### src/rtl/uart_parity_gen_pkg.sv
// Shared UART parity definitions (package uart_pkg).
// Holds the parity type codes and calc_parity(), which both the TX-side
// parity generator and the RX deframer use, so the two sides cannot disagree.
package uart_pkg;

   localparam int PAR_EVEN      = 0;
   localparam int PAR_ODD       = 1;
   localparam int PAR_MARK      = 2;
   localparam int PAR_SPACE     = 3;

   // Widest legal character; narrower characters are zero-extended,
   // which does not change their XOR reduction.
   localparam int MAX_DATA_BITS = 9;

   function automatic logic calc_parity(
      input logic [MAX_DATA_BITS-1:0] data,
      input logic                     en,
      input int                       ptype
   );
      logic p;
      p = 1'b0;
      if (en) begin
         case (ptype)
            PAR_EVEN: p = ^data;
            PAR_ODD:  p = ~^data;
            PAR_MARK: p = 1'b1;
            default:  p = 1'b0;
         endcase
      end
      return p;
   endfunction

endpackage

### src/rtl/uart_parity_gen_if.sv
// Character/parity handshake between a UART framer and the parity generator.
//   data_in, data_valid, rx_parity_bit : framer -> generator
//   parity_bit, parity_valid, parity_err : generator -> framer
// master = framer side, slave = parity generator.
interface uart_parity_gen_if #(
   parameter int DATA_BITS = 8
);
   logic [DATA_BITS-1:0] data_in;
   logic                 data_valid;
   logic                 rx_parity_bit;
   logic                 parity_bit;
   logic                 parity_valid;
   logic                 parity_err;

   modport master (
      output data_in, data_valid, rx_parity_bit,
      input  parity_bit, parity_valid, parity_err
   );

   modport slave (
      input  data_in, data_valid, rx_parity_bit,
      output parity_bit, parity_valid, parity_err
   );
endinterface

### src/rtl/uart_parity_gen_calc.sv
// uart_parity_calc: purely combinational parity of one character.
// Ports:
//   data_in  in  DATA_BITS  character
//   parity   out 1          parity bit for the configured type/enable
module uart_parity_calc
   import uart_pkg::*;
#(
   parameter int DATA_BITS   = 8,
   parameter int PARITY_EN   = 1,
   parameter int PARITY_TYPE = PAR_EVEN
) (
   input  logic [DATA_BITS-1:0] data_in,
   output logic                 parity
);

   assign parity = calc_parity(MAX_DATA_BITS'(data_in), PARITY_EN != 0, PARITY_TYPE);

endmodule

### src/rtl/uart_parity_gen.sv
// uart_parity_gen: registered parity generator/checker, 1-cycle latency.
// Ports:
//   clk   in  system clock, rising edge
//   rst   in  synchronous reset, active-high (dominates data_valid)
//   bus   slave side of uart_parity_gen_if
//         data_in/data_valid/rx_parity_bit in, parity_bit/parity_valid/parity_err out
// parity_bit/parity_err only load on an accepted character, so an idle or
// X-valued data_in never reaches the outputs.
module uart_parity_gen
   import uart_pkg::*;
#(
   parameter int DATA_BITS   = 8,
   parameter int PARITY_EN   = 1,
   parameter int PARITY_TYPE = PAR_EVEN
) (
   input logic               clk,
   input logic               rst,
   uart_parity_gen_if.slave  bus
);

   if (DATA_BITS < 5 || DATA_BITS > MAX_DATA_BITS) begin : g_bad_width
      $error("uart_parity_gen: DATA_BITS=%0d outside 5..9", DATA_BITS);
   end
   if (PARITY_TYPE < PAR_EVEN || PARITY_TYPE > PAR_SPACE) begin : g_bad_type
      $error("uart_parity_gen: PARITY_TYPE=%0d outside 0..3", PARITY_TYPE);
   end

   logic p;
   logic parity_bit_q;
   logic parity_valid_q;
   logic parity_err_q;

   uart_parity_calc #(
      .DATA_BITS   (DATA_BITS),
      .PARITY_EN   (PARITY_EN),
      .PARITY_TYPE (PARITY_TYPE)
   ) u_calc (
      .data_in (bus.data_in),
      .parity  (p)
   );

   always_ff @(posedge clk) begin
      if (rst) begin
         parity_bit_q   <= 1'b0;
         parity_valid_q <= 1'b0;
         parity_err_q   <= 1'b0;
      end else begin
         parity_valid_q <= bus.data_valid;
         if (bus.data_valid) begin
            parity_bit_q <= p;
            // With parity disabled there is nothing to check against.
            parity_err_q <= (PARITY_EN != 0) ? (bus.rx_parity_bit ^ p) : 1'b0;
         end
      end
   end

   assign bus.parity_bit   = parity_bit_q;
   assign bus.parity_valid = parity_valid_q;
   assign bus.parity_err   = parity_err_q;

endmodule

### src/flat_wrapper.sv
// flat-port wrapper written by rule: the top's interface ports become plain ports
module uart_parity_gen_flat import uart_pkg::*;
#(
   parameter int DATA_BITS   = 8,
   parameter int PARITY_EN   = 1,
   parameter int PARITY_TYPE = PAR_EVEN
)
  (clk, rst, bus_data_in, bus_data_valid, bus_rx_parity_bit, bus_parity_bit, bus_parity_valid, bus_parity_err);
  uart_parity_gen_if #(.DATA_BITS(DATA_BITS)) bus_i ();
  input logic clk;
  input logic rst;
  input wire logic [$bits(bus_i.data_in)-1:0] bus_data_in;
  input wire logic [$bits(bus_i.data_valid)-1:0] bus_data_valid;
  input wire logic [$bits(bus_i.rx_parity_bit)-1:0] bus_rx_parity_bit;
  output wire logic [$bits(bus_i.parity_bit)-1:0] bus_parity_bit;
  output wire logic [$bits(bus_i.parity_valid)-1:0] bus_parity_valid;
  output wire logic [$bits(bus_i.parity_err)-1:0] bus_parity_err;
  assign bus_i.data_in = bus_data_in;
  assign bus_i.data_valid = bus_data_valid;
  assign bus_i.rx_parity_bit = bus_rx_parity_bit;
  assign bus_parity_bit = bus_i.parity_bit;
  assign bus_parity_valid = bus_i.parity_valid;
  assign bus_parity_err = bus_i.parity_err;
  uart_parity_gen #(.DATA_BITS(DATA_BITS), .PARITY_EN(PARITY_EN), .PARITY_TYPE(PARITY_TYPE)) u_core (.clk(clk), .rst(rst), .bus(bus_i));
endmodule
### config.mk
export PLATFORM = sky130hd
export DESIGN_NAME = uart_parity_gen_flat
export DESIGN_NICKNAME = d
export VERILOG_FILES = /design/src/rtl/uart_parity_gen_pkg.sv /design/src/rtl/uart_parity_gen_if.sv /design/src/rtl/uart_parity_gen_calc.sv /design/src/rtl/uart_parity_gen.sv /design/src/flat_wrapper.sv
export SDC_FILE = /design/constraint.sdc
export NUM_CORES = 1
export LEC_CHECK = 0
export BUFFER_PORTS_ARGS = -buffer_cell sky130_fd_sc_hd__buf_2
export CORE_AREA = 2 2 39 41
export DETAILED_ROUTE_END_ITERATION = 8
export DIE_AREA = 0 0 41 43
export PLACE_DENSITY = 0.46
export SLEW_MARGIN = 20
export SYNTH_ARGS = -nofsm -noshare
export SYNTH_HDL_FRONTEND = slang
export SYNTH_HIERARCHICAL = 1
export SYNTH_SLANG_ARGS = --single-unit
### constraint.sdc
create_clock -name clk -period 1.1 [get_ports clk]
set_input_delay 0 -clock clk [delete_from_list [all_inputs] [get_ports clk]]
set_output_delay 0 -clock clk [all_outputs]
set_load 0.03 [all_outputs]
==> metrics.txt, run 1 <==
1st-iter DRT viols 2; sequential cell area 60.1 sq um; commonest non-fill, non-tap cells in the layout 14 x buf_2, 7 x xnor2_1, 3 x clkbuf_4, 3 x dfxtp_1; R2R setup slack about 0.48 ns; cts repair resizes 0; DRT antenna net count 0; Worst EP required ~1.3 ns; DRC violations left 0; Post-Syn Area roughly 170 sq um; Final Power 479 uW; H-Tree Depth 1; TNS Setup 0 ns; CTS clock-pin slew for the worst setup and hold paths roughly 0.040 ns; Clock power frac 39.5%; port buffer count 14; Wirelength per Cell around 7.3 um; period utilization 74.0%; max-slew violation count 0; critical path launch point type primary input; area taken by multi-input logic gates approximately 110 sq um; measured slew at the worst slew-check pin 0.233 ns; Arrival @ worst endpoint 0.96 ns; dpl cell area 256 sq um; Post-CTS Hold Fix Bufs 1; final instance area 303 sq um; Fillers 162; layout cell share with drive strength beyond 1 50.0%; largest net degree at the start of global routing 5; Sw Share 29.6%; std cell rows 14; Seq/Total Area, Yosys 36.1%; Sw Pwr between 100 and 150 uW; register bit count reported by yosys 3; Achievable Freq 1230 MHz; DRT Pass-1 Iters 2; CTS Buffer Depth 2; Initial Util 12.0%; Reg2Reg Depth 2; post-CTS setup buffers 0; Min-Delay Path Depth 3; Seq pwr share 27.1%; routed via count 173; GRT Resource Usage Total 6.01%; Total Wirelength 382 um; post-synth top area share 36.8%; worst hold path startpoint bus_rx_parity_bit; Worst Skew 0 ns; Cell Pwr Density 1580 nW/um^2; most common cell after layout, fill and taps aside buf_2; GPL Wtd Cong 0.579; Post-Place Cells 46; Post-Syn Nets 28; status complete, no violations; die height 43 um; core area 1380 sq um; Hold Path End u_core/bus.parity_err; crit path kind primary input to flop; Worst Hold Class primary input to flop; VDD IR-drop max 0.304 mV; Die X 41 um; final std cells w/o fill 52; root buffer cell clkbuf_4; Distinct cells, synth 7; Clock Latency Late Sink between 0.2 and 0.25 ns; vias in the first global route ~150; Max-cap violations 0; worst r2r src u_core/bus.parity_err; Yosys top cell by area xnor2_1; Final Hold Viols 0; remaining global-route overflow 0; RSZ-0062 raised after global routing no; initial antenna violation count 0; Sink Count 3; critical path capture point type flop; first-pass GRT wire length 545 um; crit-path max FO 2; Hold WS slightly above 0.1 ns; Synth Instances 16; TritonCTS Buffers 3; Static Leak 0.139 nW; diodes inserted 0; TritonCTS clock tree done; Comb pwr share between 30% and 40%; R2R Path End u_core/bus.parity_err; Final setup viols 0; Avg Cell Area, Syn 10.4 sq um; yosys warns 6; Area Growth Syn to Fin 82.0%; Int Pwr 337 uW; largest cells by area after synthesis xnor2_1 37%, dfxtp_1 36%, a211oi_2 7.5%; NumNets Final 49; IO Pins 15; Tmin final roughly 0.8 ns; full die area 1760 sq um; vias per std cell 3.33; Worst slew margin 84.4%
cell families (layout without fill, tap and decap cells):
logic type                Yosys count  after routing  share of synthesized area, %
xor gates and xnor gates            8              8                          42.1
DFF                                 3              3                          36.1
and+or+nand+nor                     3              3                          8.27
AOI/OAI and AO/OA                   1              1                          7.52
muxes                               1              1                          6.02
buffers and inverters               0             20                             0
worst max-delay path by stage:
stage / start / cells after the start / endpoint
5_1_grt: bus_data_in[3] / 6 / u_core/bus.parity_err
3_3_place_gp: bus_data_in[3] / 6 / u_core/bus.parity_err
2_1_floorplan: bus_data_in[3] / 5 / u_core/bus.parity_err
4_1_cts: bus_data_in[3] / 6 / u_core/bus.parity_err
3_5_place_dp: bus_data_in[3] / 6 / u_core/bus.parity_err
6_report: bus_data_in[3] / 6 / u_core/bus.parity_err
Yosys cell counts:
cell / instances
xnor2_1: 7
dfxtp_1: 3
nor2_1: 2
a211oi_2: 1
mux2i_1: 1
nor2b_1: 1
xor2_1: 1
stage by stage:
| step | worst slack (ns) | util (%) |
|---|---|---|
| 2_1_floorplan | 0.225 | - |
| 3_3_place_gp | 0.0709 | 18.5 |
| 3_5_place_dp | 0.0549 | 18.5 |
| 4_1_cts | 0.290 | 21.2 |
| 5_1_grt | 0.193 | 21.9 |
| 6_report | 0.286 | 21.9 |
power groups by stage:
stage	registers [mW]	clock network (mW)	logic (mW)
global placement	0.132	0	0.155
CTS	0.130	0.202	0.159
global route	0.131	0.220	0.176
detailed placement	0.132	0	0.155
floorplan	0.160	0	0.0814
finish	0.130	0.189	0.160
area by class of cell:
cell class,count,area share (%)
flip-flops and latches,3,19.8
multi-input cells,13,35.1
clock buffers,4,8.68
well taps,16,6.61
repair buffers,16,29.8
layer usage:
metal	global-route usage, %	wire length (um)	up-vias
li1	-	-	92
met1	5.11	147	66
met2	5.31	155	15
met3	7.85	79	0
met4	8.00	0	0
met5	0	0	-
state kept, by name, indices dropped and copies added (netlist names):
| register | cells |
|---|---|
| u_core/bus.parity_bit | 1 |
| u_core/bus.parity_valid | 1 |
| u_core/bus.parity_err | 1 |
worst max-delay path, cell delays in order:
cell	delay [ns]
buf_2	0.10
xor2_1	0.16
xnor2_1	0.13
xnor2_1	0.24
xnor2_1	0.12
a211oi_2	0.21
Power figures use the tool's default switching activity.
==> run 2, diff against run 1 <==
==> constraint.sdc (replaced) <==
create_clock -name clk -period 0.8 [get_ports clk]
set_input_delay 0 -clock clk [delete_from_list [all_inputs] [get_ports clk]]
set_output_delay 0 -clock clk [all_outputs]
set_load 0.03 [all_outputs]
==> run 2 against run 1 <==
Clock power is 39% higher. Cell area is 7.0% higher. Setup slack worse by 0.26 ns. Largest cell class unchanged. Highest routed layer unchanged.
==> metrics.txt, run 2 (same netlist as run 1, synthesis figures left out) <==
status complete, no violations; NumNets Final 49; Sink Count 3; Int Pwr 473 uW; std cell rows 14; Post-Place Cells 46; most common cell after layout, fill and taps aside buf_2; DRT antenna net count 0; H-Tree Depth 1; max-slew violation count 0; RSZ-0062 raised after global routing yes; Min-Delay Path Depth 3; root buffer cell clkbuf_4; GRT Resource Usage Total 5.31%; Comb pwr share 34.6%; final std cells w/o fill 52; Final setup viols 0; Clock power frac 38.9%; die height 43 um; critical path launch point type primary input; Achievable Freq 1300 MHz; Fillers 149; DRC violations left 0; crit-path max FO 4; Worst EP required 0.92 ns; Initial Util 12.0%; Static Leak 0.152 nW; Reg2Reg Depth 2; vias per std cell approximately 3.4; commonest non-fill, non-tap cells in the layout 13 x buf_2, 5 x xnor2_1, 3 x clkbuf_4, 3 x dfxtp_1; Max-cap violations 0; Sw Pwr 201 uW; initial antenna violation count 0; diodes inserted 0; DRT Pass-1 Iters 4; Hold WS 0.0897 ns; first-pass GRT wire length 545 um; Sw Share 29.8%; Worst Skew 0 ns; remaining global-route overflow 0; period utilization 96.3%; Seq pwr share 26.6%; Tmin final 0.771 ns; TritonCTS clock tree done; port buffer count 14; Total Wirelength 369 um; Area Growth Syn to Fin 94.7%; layout cell share with drive strength beyond 1 roughly 56%; CTS clock-pin slew for the worst setup and hold paths 0.04 ns; worst hold path startpoint bus_rx_parity_bit; worst r2r src u_core/bus.parity_err; crit path kind primary input to flop; Worst slew margin 83.0%; routed via count 177; CTS Buffer Depth 2; Wirelength per Cell 7.10 um; Detail Placement HPWL 295 um; R2R Path End u_core/bus.parity_err; Cell Pwr Density a little over 2000 nW/um^2; Clock Latency Late Sink about 0.23 ns; Hold Path End u_core/bus.parity_err; GPL Wtd Cong 0.631; core area 1380 sq um; Die X about 41 um; Final Hold Viols 0; 1st-iter DRT viols 2; measured slew at the worst slew-check pin 0.253 ns; R2R setup slack 0.19 ns; dpl cell area about 260 sq um; final instance area 324 sq um; IO Pins 15; largest net degree at the start of global routing 5; vias in the first global route 153; post-CTS setup buffers 0; VDD IR-drop max 0.665 mV; critical path capture point type flop; Arrival @ worst endpoint 0.89 ns; full die area 1760 sq um; TritonCTS Buffers 3; Worst Hold Class primary input to flop
-- run 2: cell counts in the layout (fill, tap and decap cells not counted) --
No cell type changed its count.
-- run 2: area by class of cell --
class                   count  area (sq um)  area share (%)
clock buffers               4          26.3            8.11
multi-input cells          13           121            37.5
flip-flops and latches      3          60.1            18.5
well taps                  16          20.0            6.18
repair buffers             16          96.3            29.7
-- run 2: per-stage QoR --
stage	setup slack (ns)	utilization, %	power [mW]	TNS, ns
floorplan	-0.0303	-	0.332	-0.0303
global placement	-0.217	18.5	0.394	-0.324
detailed placement	-0.234	18.5	0.396	-0.359
CTS	0.0142	21.9	0.678	0
global route	-0.00754	23.4	0.725	-0.00754
finish	0.0292	23.4	0.674	0
-- run 2: power groups by stage --
stage / Clock (mW) / Sequential [mW] / Combinational, mW
final: 0.262 / 0.179 / 0.233
after global routing: 0.293 / 0.180 / 0.251
after CTS: 0.277 / 0.178 / 0.223
after detailed placement: 0 / 0.181 / 0.215
after global placement: 0 / 0.180 / 0.214
after floorplan: 0 / 0.220 / 0.112
-- run 2: worst max-delay path by stage --
stage                               from                     to  slack (ns)  cells after the start
final                     bus_data_valid  u_core/bus.parity_bit        0.03                      4
after global routing      bus_data_in[1]  u_core/bus.parity_err      -0.008                      6
after floorplan           bus_data_in[3]  u_core/bus.parity_err       -0.03                      5
after detailed placement  bus_data_in[5]  u_core/bus.parity_err       -0.23                      6
after global placement    bus_data_in[3]  u_core/bus.parity_err       -0.22                      6
after CTS                 bus_data_in[5]  u_core/bus.parity_err        0.01                      6
-- run 2: repair_timing --
item	CTS	global route
hold buffers	2	0
gates resized for setup	0	3
endpoints found under the setup margin	0	1
endpoints found under the hold margin	3	0
-- run 2: critical path, cell delays in order --
cell	delay (ns)
dlygate4sd3_1	0.52
buf_2	0.14
mux2i_1	0.18
nor2_1	0.05
-- run 2: metal layers --
metal / wire, um / vias up / GRT usage [%] / share of wire [%]
met3: 90 / 0 / 7.85 / 24
met5: 0 / - / 0 / 0
met4: 0 / 0 / 2.00 / 0
met2: 140 / 17 / 6.25 / 38
li1: - / 91 / - / -
met1: 139 / 69 / 4.78 / 38
==> run 3, diff against run 2 <==
--- a/config.mk
+++ b/config.mk
@@ -6,10 +6,13 @@
 export NUM_CORES = 1
 export LEC_CHECK = 0
 export BUFFER_PORTS_ARGS = -buffer_cell sky130_fd_sc_hd__buf_2
+export CELL_PAD_IN_SITES_DETAIL_PLACEMENT = 0
+export CELL_PAD_IN_SITES_GLOBAL_PLACEMENT = 1
 export CORE_AREA = 2 2 39 41
 export DETAILED_ROUTE_END_ITERATION = 8
 export DIE_AREA = 0 0 41 43
-export PLACE_DENSITY = 0.46
+export PLACE_DENSITY_LB_ADDON = 0.1
+export SKIP_CTS_REPAIR_TIMING = 1
 export SLEW_MARGIN = 20
 export SYNTH_ARGS = -nofsm -noshare
 export SYNTH_HDL_FRONTEND = slang
==> run 3 against run 2 <==
Utilization down 0.18 points. First-iteration DRC count down 100%. Clock skew unchanged. Critical endpoint is now u_core/bus.parity_err. Register-to-register slack about the same. Cell count unchanged. Largest cell class unchanged. Hold slack worse by 0.081 ns. Critical path depth up 2.
==> metrics.txt, run 3 (same netlist as run 1, synthesis figures left out) <==
period utilization between 90% and 100%; diodes inserted 0; Detail Placement HPWL 303 um; DRC violations left 0; TritonCTS Buffers 3; Seq pwr share 25.5%; Reg2Reg Depth 2; Worst Skew 0 ns; most common cell after layout, fill and taps aside buf_2; Worst EP required 0.91 ns; NumNets Final 49; Area Growth Syn to Fin 93.2%; Wirelength per Cell 6.67 um; dpl cell area 264 sq um; DRT Pass-1 Iters 1; core area roughly 1400 sq um; Clock power frac ~38%; measured slew at the worst slew-check pin 0.237 ns; die height 43 um; vias per std cell approximately 3.3; GPL Wtd Cong 0.493; Initial Util roughly an eighth; largest net degree at the start of global routing 5; Final setup viols 0; critical path launch point type primary input; Comb pwr share ~37%; Final Hold Viols 0; final instance area 322 sq um; Tmin final ~0.77 ns; routed via count 173; DRT antenna net count 0; CTS clock-pin slew for the worst setup and hold paths 0.04 ns; Sw Share 29.1%; Clock Latency Late Sink about 0.23 ns; Sw Pwr about 200 uW; Sink Count 3; port buffer count 14; TritonCTS clock tree done; remaining global-route overflow 0; final core utilization 23.2%; Achievable Freq 1300 MHz; initial antenna violation count 0; VDD IR-drop max 0.489 mV; Max-cap violations 0; first-pass GRT wire length 503 um; Die X 41 um; vias in the first global route 161; Cell Pwr Density around 2200 nW/um^2; max-slew violation count 0; std cell rows 14; GRT Resource Usage Total 4.80%; Total Wirelength between 300 and 400 um; full die area 1760 sq um; Min-Delay Path Depth 2; status complete, no violations; layout cell share with drive strength beyond 1 58.3%; root buffer cell clkbuf_4; Static Leak 0.148 nW; Int Pwr 493 uW; RSZ-0062 raised after global routing yes; Worst Hold Class primary input to flop; 1st-iter DRT viols 0; critical path capture point type flop; CTS Buffer Depth 2; crit path kind primary input to flop; crit-path max FO 2; H-Tree Depth 1; commonest non-fill, non-tap cells in the layout 13 x buf_2, 6 x xnor2_1, 3 x clkbuf_4, 3 x dfxtp_1, 2 x nor2_1; Worst slew margin 84.1%; Arrival @ worst endpoint 0.88 ns; IO Pins 15
==> run 3: cell count changes in the layout (fill, tap and decap cells not counted) <==
cell / delta
xnor2_1: +1
xor2_2: +1
xor2_1: -1
buf_4: +1
xnor2_2: -1
dlygate4sd3_1: -1
==> run 3: power by group through the flow <==
stage	clock [mW]	combinational, mW	sequential (mW)
after detailed placement	0	0.246	0.180
after global placement	0	0.241	0.180
after floorplan	0	0.112	0.220
final	0.262	0.256	0.177
after CTS	0.280	0.246	0.178
after global routing	0.296	0.276	0.180
==> run 3: worst paths after layout <==
kind	end	slack [ns]	from
max	u_core/bus.parity_err	0.03	bus_data_in[3]
min	u_core/bus.parity_err	0.009	bus_data_valid
max reg2reg	u_core/bus.parity_err	0.19	u_core/bus.parity_err
min reg2reg	u_core/bus.parity_bit	0.51	u_core/bus.parity_bit
==> run 3: layout make-up <==
cell class	instances	area, sq um
well taps	16	20.0
clock buffers	4	26.3
repair buffers	16	93.8
multi-input cells	13	121
flip-flops and latches	3	60.1
fillers	154	1060
==> run 3: stage by stage <==
stage	power [mW]	setup slack, ns	instances	hold slack (ns)	setup TNS, ns
after floorplan	0.332	-0.0303	16	0.0646	-0.0303
after global placement	0.421	-0.207	47	0.200	-0.401
after detailed placement	0.426	-0.231	47	0.204	-0.449
after CTS	0.704	0.0205	51	-0.0469	0
after global routing	0.752	-0.0321	52	0.0110	-0.0625
final	0.695	0.0304	52	0.00901	0
==> run 3: worst max-delay path, stage by stage <==
cell,delay [ns]
buf_6,0.09
xor2_2,0.16
xnor2_1,0.13
xnor2_1,0.25
xnor2_1,0.16
a211oi_2,0.08
==> run 3: per-layer routing <==
layer	routed length [um]	track usage [%]	vias to the layer above
met3	51	1.57	0
met5	0	0	-
met2	174	7.19	13
met1	121	3.18	71
met4	0	8.00	0
li1	-	-	89
